## src/rtl/iter_shift_unit_if.sv

```systemverilog
// Bus bundle between the control unit (master) and iter_shift_unit (slave).
// Carry/zero status signals exist only when SHIFT_STATUS_EN is defined.
interface iter_shift_unit_if #(
    parameter int WIDTH = 16
);
    logic             start;
    logic [2:0]       op;
    logic [WIDTH-1:0] a;
    logic [WIDTH-1:0] b;
    logic             busy;
    logic             done;
    logic [WIDTH-1:0] result;
`ifdef SHIFT_STATUS_EN
    logic             carry;
    logic             zero;

    modport master (output start, op, a, b, input busy, done, result, carry, zero);
    modport slave  (input start, op, a, b, output busy, done, result, carry, zero);
`else
    modport master (output start, op, a, b, input busy, done, result);
    modport slave  (input start, op, a, b, output busy, done, result);
`endif
endinterface

```

## src/rtl/iter_shift_unit.sv

```systemverilog
// Multi-cycle shift/rotate unit: SLL/SRL/SRA/ROL/ROR by b[AW-1:0], up to STEP bits per clock.
// Optional carry/zero status outputs are built when SHIFT_STATUS_EN is defined.
module iter_shift_unit #(
    parameter int WIDTH = 16,
    parameter int STEP  = 1
) (
    input  logic               clk,
    input  logic               reset,
    iter_shift_unit_if.slave   bus
);
    localparam int AW = $clog2(WIDTH);
    localparam logic [AW:0] STEP_L = (AW+1)'(STEP);

    localparam logic [1:0] S_IDLE  = 2'd0;
    localparam logic [1:0] S_SHIFT = 2'd1;
    localparam logic [1:0] S_DONE  = 2'd2;

    localparam logic [2:0] OP_SLL = 3'b000;
    localparam logic [2:0] OP_SRL = 3'b001;
    localparam logic [2:0] OP_SRA = 3'b010;
    localparam logic [2:0] OP_ROL = 3'b011;
    localparam logic [2:0] OP_ROR = 3'b100;

    logic [1:0]       state_q, state_d;
    logic [WIDTH-1:0] result_q, result_d;
    logic [2:0]       op_q, op_d;
    logic [AW-1:0]    cnt_q, cnt_d;
    logic             busy_q, busy_d;
    logic             done_q, done_d;
    logic             carry_q, carry_d;
    logic             zero_q, zero_d;

    logic [AW-1:0]    s;
    logic [AW-1:0]    inv_s;
    logic [WIDTH-1:0] shl_v, shr_v, sra_v, rol_v, ror_v;
    logic [WIDTH-1:0] tmp_hi, tmp_lo;
    logic             msb_out, lsb_out;
    logic             unused_b_hi;

    assign unused_b_hi = ^bus.b[WIDTH-1:AW];

    always_comb begin
        // Per-step amount s = min(STEP, counter); inv_s is its complement modulo WIDTH.
        s      = ({1'b0, cnt_q} < STEP_L) ? cnt_q : STEP_L[AW-1:0];
        inv_s  = AW'(WIDTH - int'(s));
        shl_v  = result_q << s;
        shr_v  = result_q >> s;
        sra_v  = WIDTH'($signed(result_q) >>> s);
        rol_v  = (result_q << s) | (result_q >> inv_s);
        ror_v  = (result_q >> s) | (result_q << inv_s);
        tmp_hi = result_q >> inv_s;
        tmp_lo = result_q >> (s - 1'b1);
        msb_out = tmp_hi[0];
        lsb_out = tmp_lo[0];

        state_d  = state_q;
        result_d = result_q;
        op_d     = op_q;
        cnt_d    = cnt_q;
        carry_d  = carry_q;
        zero_d   = zero_q;

        case (state_q)
            S_IDLE: begin
                if (bus.start) begin
                    result_d = bus.a;
                    op_d     = bus.op;
                    cnt_d    = bus.b[AW-1:0];
                    carry_d  = 1'b0;
                    if (bus.b[AW-1:0] == '0 || bus.op > OP_ROR) begin
                        state_d = S_DONE;
                        zero_d  = (bus.a == '0);
                    end else begin
                        state_d = S_SHIFT;
                    end
                end
            end
            S_SHIFT: begin
                cnt_d = cnt_q - s;
                case (op_q)
                    OP_SLL: begin result_d = shl_v; carry_d = msb_out; end
                    OP_SRL: begin result_d = shr_v; carry_d = lsb_out; end
                    OP_SRA: begin result_d = sra_v; carry_d = lsb_out; end
                    OP_ROL: begin result_d = rol_v; carry_d = msb_out; end
                    OP_ROR: begin result_d = ror_v; carry_d = lsb_out; end
                    default: result_d = result_q;
                endcase
                if (cnt_q == s) begin
                    state_d = S_DONE;
                    zero_d  = (result_d == '0);
                end
            end
            S_DONE:  state_d = S_IDLE;
            default: state_d = S_IDLE;
        endcase

        busy_d = (state_d == S_SHIFT);
        done_d = (state_d == S_DONE);
    end

    always_ff @(posedge clk or posedge reset) begin
        if (reset) begin
            state_q  <= S_IDLE;
            result_q <= '0;
            op_q     <= '0;
            cnt_q    <= '0;
            busy_q   <= 1'b0;
            done_q   <= 1'b0;
            carry_q  <= 1'b0;
            zero_q   <= 1'b0;
        end else begin
            state_q  <= state_d;
            result_q <= result_d;
            op_q     <= op_d;
            cnt_q    <= cnt_d;
            busy_q   <= busy_d;
            done_q   <= done_d;
            carry_q  <= carry_d;
            zero_q   <= zero_d;
        end
    end

    assign bus.busy   = busy_q;
    assign bus.done   = done_q;
    assign bus.result = result_q;
`ifdef SHIFT_STATUS_EN
    assign bus.carry  = carry_q;
    assign bus.zero   = zero_q;
`else
    logic unused_status;
    assign unused_status = carry_q ^ zero_q;
`endif

endmodule
```

## src/flat_wrapper.sv

```systemverilog
// flat-port wrapper written by rule: the top's interface ports become plain ports
module iter_shift_unit_flat 
#(
    parameter int WIDTH = 16,
    parameter int STEP  = 1
)
  (clk, reset, bus_start, bus_op, bus_a, bus_b, bus_busy, bus_done, bus_result);
  iter_shift_unit_if #(.WIDTH(WIDTH)) bus_i ();
  input  logic clk;
  input  logic reset;
  input wire logic [$bits(bus_i.start)-1:0] bus_start;
  input wire logic [$bits(bus_i.op)-1:0] bus_op;
  input wire logic [$bits(bus_i.a)-1:0] bus_a;
  input wire logic [$bits(bus_i.b)-1:0] bus_b;
  output wire logic [$bits(bus_i.busy)-1:0] bus_busy;
  output wire logic [$bits(bus_i.done)-1:0] bus_done;
  output wire logic [$bits(bus_i.result)-1:0] bus_result;
  assign bus_i.start = bus_start;
  assign bus_i.op = bus_op;
  assign bus_i.a = bus_a;
  assign bus_i.b = bus_b;
  assign bus_busy = bus_i.busy;
  assign bus_done = bus_i.done;
  assign bus_result = bus_i.result;
  iter_shift_unit #(.WIDTH(WIDTH), .STEP(STEP)) u_core (.clk(clk), .reset(reset), .bus(bus_i));
endmodule
```

## config.mk

```make
export PLATFORM = sky130hd
export DESIGN_NAME = iter_shift_unit_flat
export DESIGN_NICKNAME = d
export VERILOG_FILES = /design/src/rtl/iter_shift_unit_if.sv /design/src/rtl/iter_shift_unit.sv /design/src/flat_wrapper.sv
export SDC_FILE = /design/constraint.sdc
export NUM_CORES = 1
export LEC_CHECK = 0
export ABC_AREA = 1
export CAP_MARGIN = 20
export CORE_ASPECT_RATIO = 2
export CORE_MARGIN = 5
export CORE_UTILIZATION = 35
export DETAILED_ROUTE_END_ITERATION = 10
export MAX_ROUTING_LAYER = met4
export PLACE_DENSITY = 0.65
export SLEW_MARGIN = 20
export SYNTH_ARGS = -nofsm -noshare
export SYNTH_HDL_FRONTEND = slang
export SYNTH_SLANG_ARGS = --single-unit
```

## constraint.sdc

```tcl
create_clock -name clk -period 6.5 [get_ports clk]
set_input_delay 1.3 -clock clk [delete_from_list [all_inputs] [get_ports clk]]
set_output_delay 1.3 -clock clk [all_outputs]
set_load 0.01 [all_outputs]
```

# After elaboration in Yosys (flattened, before gate mapping)
# Cells that the tools add are included.
dict set report classes {
  n_addsub 2
  reduce_logical 8
  n_bitwise 2
  order_cmp 2
  muxes 10
  eq_ne 10
  shift 5
}
# cell count
set op_table {}
lappend op_table {{$pmux 16 s5} 1}
lappend op_table {{$or 16x16->16} 2}
lappend op_table {{$pmux 16 s2} 1}
lappend op_table {{$shl 16x4->16} 2}
lappend op_table {{$shr 16x4->16} 2}
lappend op_table {{$mux 16} 1}
lappend op_table {{$sshr 16x4->16} 1}
lappend op_table {{$mux 4} 2}
lappend op_table {{$pmux 4 s2} 1}
lappend op_table {{$eq 3x2->1 const B} 2}
lappend op_table {{$mux 2} 3}
lappend op_table {{$ne 6x6->1 const B} 1}
lappend op_table {{$eq 2x1->1 const B} 2}
lappend op_table {{$eq 4x4->1} 1}
lappend op_table {{$logic_not 4->1} 1}
lappend op_table {{$lt 4x1->1 const B} 1}
lappend op_table {{$pmux 2 s2} 1}
lappend op_table {{$reduce_and 2->1} 2}
lappend op_table {{$sub 1x4->4 const A} 1}
lappend op_table {{$sub 4x4->4} 1}
lappend op_table {{$eq 3x1->1 const B} 1}
lappend op_table {{$eq 3x3->1 const B} 1}
lappend op_table {{$gt 3x3->1 const B} 1}
lappend op_table {{$logic_not 3->1} 1}
lappend op_table {{other kinds (6)} 6}
dict set report totals {
  register_bits 27
  elab_cells 45
  inputBits 38
}

# Longest topological paths before layout
# Gate-level depths: netlist (run 1).
dict set report depth {
  ltp_word 7
  mapped_depth 17
}

# Worst setup path after synthesis (run 1)
# OpenSTA, ideal clock, no wires.
dict set report synth_path {
  kind {input port to flip-flop}
  from {input port bus_start}
  to {register u_core.result_q[0], in the netlist u_core.bus.result[0]}
  stages 8
  arrival_ns 2.255
  setup_slack_ns 4.123
  setup_ns 0.122
  path_buffers 1
  cell_sequence {nand3_1 -> inv_2 -> nor2_1 -> a31oi_1 -> inv_2 -> clkbuf_1 -> a21oi_1 -> a21oi_1}
}
dict set report synth_between {
  elab_chain_len 2
}
# item line_no
set synth_lines {}
lappend synth_lines {{from (decl)} flat_wrapper.sv:11} ;# input wire logic [$bits(bus_i.start)-1:0] bus_start;
lappend synth_lines {{$ne 2x2->1 (no line)} -}
lappend synth_lines {{$reduce_and 3->1 (no line)} -}
lappend synth_lines {{to (signal assigned)} iter_shift_unit.sv:113} ;# result_q <= result_d;
lappend synth_lines {{to (decl)} iter_shift_unit.sv:25} ;# logic [WIDTH-1:0] result_q, result_d;
# Every way passes these cells.
# A chain may end at the register's enable or synchronous reset.

# Worst setup path in the final report (run 1)
dict set report layout_path {
  from {register u_core.cnt_q[1]}
  to {register u_core.result_q[7], in the netlist u_core.bus.result[7]}
}
dict set report layout_between {
  elab_chain_len 7
  word_cells_on_any_way 12
}
# item line_no
set layout_lines {}
lappend layout_lines {{from (decl)} iter_shift_unit.sv:27} ;# logic [AW-1:0] cnt_q, cnt_d;
lappend layout_lines {{from (signal assigned)} iter_shift_unit.sv:115} ;# cnt_q <= cnt_d;
lappend layout_lines {{$lt 4x1->1} iter_shift_unit.sv:44} ;# s = ({1'b0, cnt_q} < STEP_L) ? cnt_q : STEP_L[AW-1:0];
lappend layout_lines {{$mux 4 (*)} iter_shift_unit.sv:44}
lappend layout_lines {{$sub 1x4->4} iter_shift_unit.sv:45} ;# inv_s = AW'(WIDTH - int'(s));
lappend layout_lines {{$shl 16x4->16 / $shr 16x4->16 (equally long branches)} {iter_shift_unit.sv:50, iter_shift_unit.sv:49}}
lappend layout_lines {{$or 16x16->16 (on tied branches)} {iter_shift_unit.sv:50, iter_shift_unit.sv:49}}
lappend layout_lines {{$pmux 16 s5 (*)} iter_shift_unit.sv:80} ;# case (op_q)
lappend layout_lines {{$pmux 16 s2 (*)} iter_shift_unit.sv:63} ;# case (state_q)
# Every way passes the cells marked *; elsewhere a longest branch is shown, timed or not.

==> results.json, run 1 <==
{
  "fmax_mhz": 212,
  "finalWorstSetupSlack_ns": 1.77,
  "clock-sinks": 27,
  "worstMarginPinSlew_ns": 1.06,
  "cts_root_buf": "clkbuf_16",
  "area_growth_pct": 17.3,
  "ys.flop_type": "dfrtp_1",
  "p_switching_w": 0.00120,
  "cp-end-kind": "flip-flop",
  "setup_tns_ns": 0,
  "layout_common_cells": "176 x nand2_1, 109 x nand3_1, 47 x nor2_1",
  "synth_nets": 549,
  "totalWireLength_um": 11200,
  "finalSetupViolCount": 0,
  "path_clk_slew_ns": 0.07,
  "htreeDepth": 1,
  "drive_gt1_share_pct": 7.52,
  "crit_type": "reg -> reg",
  "drt_iter0_drc": 291,
  "relSlewSlack_pct": 29.6,
  "synthArstFlopShare_pct": 100,
  "io_pins": 56,
  "required_ns": 6.70,
  "drt_pass1_iterations": 4,
  "syn_avg_cell_area_um2": 5.76,
  "syn_inst": 509,
  "yosysWarnings": 0,
  "combPwrFrac_pct": 74.4,
  "cp_max_fo": 34,
  "final_max_slew_viol_count": 0,
  "post_cts_buffers": 0,
  "ctsResizeCount": 0,
  "wl_per_cell_um": 17.8,
  "synth_edf_count": 0,
  "grt.overflow.total": 0,
  "fin_crit_sh_pct": 72.7,
  "gp_congestion": 0.927,
  "diodes": 0,
  "ys_seq_area_share_pct": 23.0,
  "row_count": 47,
  "synth_area_um2": 2930,
  "multi_input_area_um2": 2000,
  "via_count": 3517,
  "ant_nets": 0,
  "viasPerCell": 5.58,
  "power_density_nw_per_um2": 590,
  "clockBufferDepth": 2,
  "p_int_w": 0.000835,
  "io_buffer_count": 43,
  "status": "finished, final reports clean",
  "ys_types": 36,
  "clock_latency_ns": 0.28,
  "fin_crit_ns": 4.73,
  "drc": 0,
  "nets": 573,
  "pre_cts_slack_ns": 1.89,
  "cts_hold_buf": 0,
  "grt_pass1_vias": 3450,
  "skew_ns": 0.00250,
  "yosys_register_bits": 27,
  "die_width_um": 74.7,
  "nFillCells": 928,
  "grt_usage_pct": 22.9,
  "startpoint_type": "flip-flop",
  "antenna_found_initial": 0,
  "place.detailed.hpwl_um": 8250,
  "rsz0062_at_grt": "false",
  "die_area_um2": 10400,
  "p_sw_share_pct": 58.9,
  "p_seq_share_pct": 18.1,
  "grt_pass1_wl_um": 17600,
  "maxCapViolCount": 0,
  "numCtsBuffers": 3,
  "clkPwrFrac_pct": 7.5,
  "hold_viol_final": 0,
  "regArea_um2": 676,
  "die_y_um": 139,
  "ir_worst_vdd_uv": 282,
  "layout.cells.most_common": "nand2_1",
  "holdCritPathClass": "reg -> reg",
  "coreArea_um2": 8230,
  "cts_tree": "built",
  "grt_max_degree": 35,
  "leakage_nw": 1.63,
  "start_util_pct": 35.6,
  "worst_ep_arrival_time_ns": 4.93
}
-- layer usage --
layer,routed length [um],part of all wire [%],vias up,global-route usage [%]
met5,0,0,-,-
met4,639,5.7,0,13.7
met3,551,4.9,39,2.45
met2,5950,53,122,39.2
met1,4050,36,1632,24.3
li1,-,-,1724,-
-- path summary, 6_finish.rpt --
check	startpoint	end	slack (ns)	depth (start not counted)
worst max-delay path	u_core.cnt_q[1]$_DFFE_PP0P_	u_core.bus.result[7]$_DFFE_PP0P_	1.77	14
worst min-delay path	u_core.bus.result[14]$_DFFE_PP0P_	u_core.bus.result[14]$_DFFE_PP0P_	0.56	2
worst max register to register	u_core.cnt_q[1]$_DFFE_PP0P_	u_core.bus.result[7]$_DFFE_PP0P_	1.77	14
worst min register to register	u_core.bus.result[14]$_DFFE_PP0P_	u_core.bus.result[14]$_DFFE_PP0P_	0.56	2
max in group asynchronous	reset	u_core.bus.result[11]$_DFFE_PP0P_	4.69	2
min in group asynchronous	reset	u_core.bus.result[5]$_DFFE_PP0P_	1.42	2
-- metrics by stage --
| step | util, % | power (W) | std cells | instance area [um2] | hold WS, ns |
|---|---|---|---|---|---|
| after floorplan | - | 0.00143 | 509 | 2930 | 0.538 |
| after global placement | 40.8 | 0.00186 | 626 | 3360 | 0.537 |
| after detailed placement | 40.8 | 0.00188 | 626 | 3360 | 0.534 |
| after CTS | 41.8 | 0.00203 | 630 | 3440 | 0.555 |
| after global routing | 41.8 | 0.00223 | 630 | 3440 | 0.590 |
| final | 41.8 | 0.00203 | 630 | 3440 | 0.555 |
-- power by group through the flow --
stage               clock network, W  registers, W  logic, W
global route                0.000163      0.000383   0.00169
CTS                         0.000156      0.000366   0.00151
finish                      0.000152      0.000368   0.00151
global placement                   0      0.000369   0.00149
detailed placement                 0      0.000368   0.00151
floorplan                          0      0.000363   0.00107
-- sequential cells by signal, indices dropped and copies added, names as in the netlist --
register	flops
u_core.bus.result	16
u_core.state_q	2
u_core.op_q	3
u_core.bus.busy	1
u_core.bus.done	1
u_core.cnt_q	4
-- cell type report --
class / count / share of cell area (%)
multi-input combinational: 425 / 58.2
clock buffer: 3 / 2.18
sequential: 27 / 19.6
inverter: 32 / 3.49
tap: 98 / 3.56
timing repair buffer: 44 / 12.7
clock inverter: 1 / 0.218
-- worst max-delay path, stage by stage, from the launching register on --
cell	delay, ns
dfrtp_1	0.45
nor2_4	0.49
nand2_4	0.40
inv_2	0.52
ha_1	0.81
clkinv_1	0.72
nor2_1	0.64
nand3_1	0.13
nand2_1	0.08
inv_1	0.03
nand2_1	0.08
nand2_1	0.05
nand2_1	0.08
nand2_1	0.05
o21ai_1	0.06
-- cells by family after synthesis --
family                     synth area share, %
AOI/OAI and AO/OA                         9.90
adders and majority gates                0.853
buffers and inverters                     8.71
DFF                                       23.0
other                                    0.128
and+or+nand+nor                           57.4
-- cell usage after synthesis (2+ instances only) --
master	count	area [um2]
a22oi_1	2	15.0
inv_1	24	90.1
nand4_1	5	31.3
o21ai_0	11	55.1
nand2_1	176	661
nor2_4	3	33.8
buf_1	2	7.51
buf_2	6	30.0
ha_1	2	25.0
buf_6	4	45.0
nand3_2	6	60.1
clkbuf_1	12	45.0
nor3_1	7	35.0
or2_2	4	25.0
o21ai_1	6	30.0
inv_2	6	22.5
a211oi_1	4	30.0
nor2_2	2	12.5
clkinv_1	2	7.51
nor2_1	47	176
nand2_2	8	50.1
nand3_1	109	546
o211ai_1	2	15.0
a21oi_1	19	95.1
and2_1	3	18.8
dfrtp_1	27	676
Power figures use the tool's default switching activity.
==> inputs of run 2 (changes only) <==
==> constraint.sdc (replaced) <==
create_clock -name clk -period 4.7 [get_ports clk]
set_input_delay 0.94 -clock clk [delete_from_list [all_inputs] [get_ports clk]]
set_output_delay 0.94 -clock clk [all_outputs]
set_load 0.01 [all_outputs]
==> run 2 against run 1 <==
Worst hold slack got worse by 0.0022 ns. Clock power increased by 41%. Sequential power increased by 38%. Wire length about the same.
==> results.json, run 2 (same netlist as run 1, synthesis figures left out) <==
{
  "grt_max_degree": 35,
  "grt_usage_pct": 22.6,
  "total_power_w": 0.00286,
  "final_max_slew_viol_count": 0,
  "ant_nets": 0,
  "die_y_um": 139,
  "fmax_mhz": 331,
  "placed_area_um2": 3440,
  "rrSetupSlack_ns": 1.68,
  "cts_root_buf": "clkbuf_16",
  "start_util_pct": 35.6,
  "die_area_um2": 10400,
  "multi_input_area_um2": 2000,
  "numCtsBuffers": 3,
  "cp_max_fo": 34,
  "crit_path_max_incr_delay_ns": 0.47,
  "ctsResizeCount": 0,
  "min_to": "u_core.bus.result[14]$_DFFE_PP0P_",
  "drive_gt1_share_pct": 9.06,
  "holdCritPathClass": "reg -> reg",
  "grt_pass1_wl_um": 17500,
  "gp_congestion": 0.957,
  "drc": 0,
  "die_width_um": 74.7,
  "required_ns": 4.87,
  "area_growth_pct": 20.1,
  "path_clk_slew_ns": 0.08,
  "worst_ep_arrival_time_ns": 3.19,
  "cp-end-kind": "flip-flop",
  "grt_pass1_vias": 3385,
  "layout_common_cells": "176 x nand2_1, 109 x nand3_1, 47 x nor2_1",
  "via_count": 3609,
  "nFillCells": 938,
  "crit_type": "reg -> reg",
  "viasPerCell": 5.65,
  "place.detailed.hpwl_um": 8340,
  "nets": 582,
  "relSlewSlack_pct": 55.1,
  "rsz0062_at_grt": "false",
  "wl_per_cell_um": 17.5,
  "crit_path_cell_trace": "nor2_4 > nand2_4 > inv_2 > ha_1 > inv_1 > buf_12 > nand3_1 > nand3_1 > a21oi_1 > o21ai_1 > nand2_1 > nand2_1 > nand2_1",
  "regArea_um2": 676,
  "worstMarginPinSlew_ns": 0.670,
  "slowest_stage": "nor2_4",
  "htreeDepth": 1,
  "startpoint_type": "flip-flop",
  "ir_worst_vdd_uv": 448,
  "cts_tree": "built",
  "min_path_cells": 2,
  "post_cts_buffers": 0,
  "fin_crit_ns": 3.02,
  "clockBufferDepth": 2,
  "status": "finished, final reports clean",
  "drt_pass1_iterations": 5,
  "fin_crit_sh_pct": 64.2,
  "row_count": 47,
  "diodes": 0,
  "clock_latency_ns": 0.28,
  "power_density_nw_per_um2": 813,
  "io_pins": 56,
  "antenna_found_initial": 0,
  "r2r_cells": 13,
  "skew_ns": 0.00716,
  "grt.overflow.total": 0,
  "min_from": "u_core.bus.result[14]$_DFFE_PP0P_",
  "largest_reg_flops": 16,
  "coreArea_um2": 8230,
  "clock-sinks": 27,
  "totalWireLength_um": 11200,
  "reg2reg_to": "u_core.bus.result[10]$_DFFE_PP0P_",
  "io_buffer_count": 43,
  "maxCapViolCount": 0,
  "finalSetupViolCount": 0,
  "drt_iter0_drc": 381,
  "setup_tns_ns": 0,
  "finalInstanceArea_um2": 3520,
  "crit_top_cell": "nand2_1",
  "leakage_nw": 1.68,
  "rr_startpoint": "u_core.cnt_q[1]$_DFFE_PP0P_",
  "hold_viol_final": 0,
  "layout.cells.most_common": "nand2_1",
  "cts_hold_buf": 0
}
run 2: changes by cell type in the layout (fill, tap and decap cells not counted):
cell	before	now
buf_12	0	1
buf_4	1	9
run 2: layer usage:
layer | track usage (%) | routed length (um) | part of all wire [%] | vias up
met2 | 37.8 | 5820 | 52 | 154
met1 | 25.9 | 4190 | 37 | 1661
met3 | 1.88 | 505 | 4.5 | 50
li1 | - | - | - | 1744
met4 | 11.9 | 679 | 6.1 | 0
met5 | - | 0 | 0 | -
run 2: per-stage QoR:
step           hold WS, ns  instances  setup WS [ns]  utilization (%)
2_1_floorplan        0.538        509           2.45                -
3_3_place_gp         0.537        635           1.47             41.7
6_report             0.553        639           1.68             42.8
4_1_cts              0.559        639           1.70             42.8
5_1_grt              0.584        639           1.43             42.8
3_5_place_dp         0.538        635           1.45             41.7
run 2: how the worst max path moves through the flow:
stage | startpoint | endpoint | slack [ns]
after global routing | u_core.cnt_q[1]$_DFFE_PP0P_ | u_core.bus.result[10]$_DFFE_PP0P_ | 1.43
after global placement | bus_start | u_core.bus.result[0]$_DFFE_PP0P_ | 1.47
after detailed placement | bus_start | u_core.bus.result[0]$_DFFE_PP0P_ | 1.45
after CTS | u_core.cnt_q[1]$_DFFE_PP0P_ | u_core.bus.result[10]$_DFFE_PP0P_ | 1.70
final | u_core.cnt_q[1]$_DFFE_PP0P_ | u_core.bus.result[10]$_DFFE_PP0P_ | 1.68
after floorplan | u_core.cnt_q[1]$_DFFE_PP0P_ | u_core.bus.result[9]$_DFFE_PP0P_ | 2.45
run 2: area by class of cell:
| class | instances | area share (%) |
|---|---|---|
| Multi-Input combinational cell | 425 | 56.8 |
| Inverter | 32 | 3.41 |
| Sequential cell | 27 | 19.2 |
| Clock inverter | 1 | 0.213 |
| Tap cell | 98 | 3.48 |
| Timing Repair Buffer | 53 | 14.7 |
| Clock buffer | 3 | 2.13 |
run 2: worst max-delay path, delay by kind of cell, from the launching register on:
family                   cells  cell delay [ns]
flip-flops                   1             0.45
AND/OR/NAND/NOR              7             1.30
buffers and inverters        3             0.59
AO/OA/AOI/OAI                2             0.30
adder cells (fa/ha/maj)      1             0.25
run 2: power breakdown:
| part | switching, W | internal, W |
|---|---|---|
| Clock | 0.0000980 | 0.000117 |
| Combinational | 0.00142 | 0.000716 |
| Sequential | 0.000153 | 0.000353 |
==> inputs of run 3 (changes only) <==
--- a/config.mk
+++ b/config.mk
@@ -12,7 +12,7 @@
 export CORE_UTILIZATION = 35
 export DETAILED_ROUTE_END_ITERATION = 10
 export MAX_ROUTING_LAYER = met4
-export PLACE_DENSITY = 0.65
+export PLACE_DENSITY = 0.67
 export SLEW_MARGIN = 20
 export SYNTH_ARGS = -nofsm -noshare
 export SYNTH_HDL_FRONTEND = slang
==> constraint.sdc (replaced) <==
create_clock -name clk -period 2.5 [get_ports clk]
set_input_delay 0.5 -clock clk [delete_from_list [all_inputs] [get_ports clk]]
set_output_delay 0.5 -clock clk [all_outputs]
set_load 0.01 [all_outputs]
==> run 3 against run 2 <==
Clock skew down 0.0021 ns. Largest power group unchanged. Non-clock buffer count grew 10. Clock power increased by 82%.
==> results.json, run 3 (same netlist as run 1, synthesis figures left out) <==
{
  "relSlewSlack_pct": 63.2,
  "total_power_w": 0.00548,
  "layout_common_cells": "176 x nand2_1, 109 x nand3_1, 47 x nor2_1",
  "totalWireLength_um": 11300,
  "ant_nets": 0,
  "wl_per_cell_um": 17.4,
  "maxCapViolCount": 0,
  "skew_ns": 0.00505,
  "holdCritPathClass": "reg -> reg",
  "via_count": 3598,
  "drt_iter0_drc": 312,
  "hold_viol_final": 0,
  "row_count": 47,
  "path_clk_slew_ns": 0.07,
  "grt_pass1_wl_um": 17700,
  "largest_reg_flops": 16,
  "setup_tns_ns": 0,
  "io_pins": 56,
  "cp-end-kind": "flip-flop",
  "finalSetupViolCount": 0,
  "grt_pass1_vias": 3396,
  "r2r_cells": 12,
  "start_util_pct": 35.6,
  "power_density_nw_per_um2": 1530,
  "fmax_mhz": 439,
  "leakage_nw": 1.73,
  "required_ns": 2.72,
  "reg2reg_to": "u_core.bus.result[3]$_DFFE_PP0P_",
  "grt_usage_pct": 22.9,
  "pre_cts_slack_ns": 0.268,
  "clock_latency_ns": 0.28,
  "area_growth_pct": 22.1,
  "finalWorstSetupSlack_ns": 0.222,
  "fin_crit_sh_pct": 91.1,
  "layout.cells.most_common": "nand2_1",
  "diodes": 0,
  "nets": 592,
  "rr_startpoint": "u_core.cnt_q[1]$_DFFE_PP0P_",
  "numCtsBuffers": 3,
  "coreArea_um2": 8230,
  "rsz0062_at_grt": "false",
  "die_y_um": 139,
  "final_max_slew_viol_count": 0,
  "die_width_um": 74.7,
  "drive_gt1_share_pct": 10.5,
  "gp_congestion": 0.943,
  "htreeDepth": 1,
  "cts_root_buf": "clkbuf_16",
  "worstMarginPinSlew_ns": 0.551,
  "startpoint_type": "flip-flop",
  "ctsResizeCount": 0,
  "drt_pass1_iterations": 5,
  "min_path_cells": 2,
  "min_to": "u_core.bus.result[14]$_DFFE_PP0P_",
  "clock-sinks": 27,
  "antenna_found_initial": 0,
  "cts_hold_buf": 0,
  "worst_ep_arrival_time_ns": 2.50,
  "cp_max_fo": 9,
  "ir_worst_vdd_uv": 823,
  "grt.overflow.total": 0,
  "cts_tree": "built",
  "postLayoutCoreUtil_pct": 43.5,
  "clockBufferDepth": 2,
  "crit_type": "reg -> reg",
  "status": "finished, final reports clean",
  "place.detailed.hpwl_um": 8630,
  "fin_crit_ns": 2.28,
  "drc": 0,
  "min_from": "u_core.bus.result[14]$_DFFE_PP0P_",
  "grt_max_degree": 34,
  "viasPerCell": 5.54,
  "die_area_um2": 10400,
  "rrSetupSlack_ns": 0.22,
  "post_cts_buffers": 0,
  "io_buffer_count": 43
}
run 3: final cells by class:
cell class,instances,area [um2]
well taps,98,123
fillers,938,4650
inverters,32,120
clock inverters,1,5.00
repair buffers,63,581
flip-flops and latches,27,676
clock buffers,3,75.1
multi-input cells,425,2000
run 3: power by group:
part	internal [W]	switching (W)	leakage, nW
sequential	0.000664	0.000293	0.330
combinational	0.00145	0.00269	1.35
clock	0.000217	0.000172	0.0409
run 3: critical path: stages, from the launching register on:
cell and delay [ns]:
dfrtp_1 0.44, nor2_4 0.15, nand2_4 0.05, inv_2 0.05
ha_1 0.15, clkinv_1 0.24, nor2_2 0.54, nand2_1 0.14
o21ai_1 0.13, inv_1 0.05, nand3_1 0.14, nand2_1 0.07
nand2_1 0.05
run 3: how the worst max path moves through the flow:
stage / slack, ns / end / startpoint
floorplan: 0.25 / u_core.bus.result[9]$_DFFE_PP0P_ / u_core.cnt_q[1]$_DFFE_PP0P_
global placement: 0.28 / u_core.bus.result[3]$_DFFE_PP0P_ / u_core.cnt_q[1]$_DFFE_PP0P_
detailed placement: 0.27 / u_core.bus.result[3]$_DFFE_PP0P_ / u_core.cnt_q[1]$_DFFE_PP0P_
CTS: 0.25 / u_core.bus.result[3]$_DFFE_PP0P_ / u_core.cnt_q[1]$_DFFE_PP0P_
global route: 0.09 / u_core.bus.result[13]$_DFFE_PP0P_ / u_core.cnt_q[1]$_DFFE_PP0P_
finish: 0.22 / u_core.bus.result[3]$_DFFE_PP0P_ / u_core.cnt_q[1]$_DFFE_PP0P_
run 3: per-stage QoR:
step | hold WS (ns) | cell area [um2] | instances
finish | 0.552 | 3580 | 649
global route | 0.585 | 3580 | 649
CTS | 0.551 | 3580 | 649
detailed placement | 0.531 | 3500 | 645
global placement | 0.533 | 3500 | 645
floorplan | 0.538 | 2930 | 509
run 3: routing by layer:
metal	GRT usage, %	up-vias	part of all wire (%)
met5	-	-	0
met4	11.8	0	5.6
met1	25.8	1680	37
met2	39.1	113	53
li1	-	1765	-
met3	1.73	40	3.9
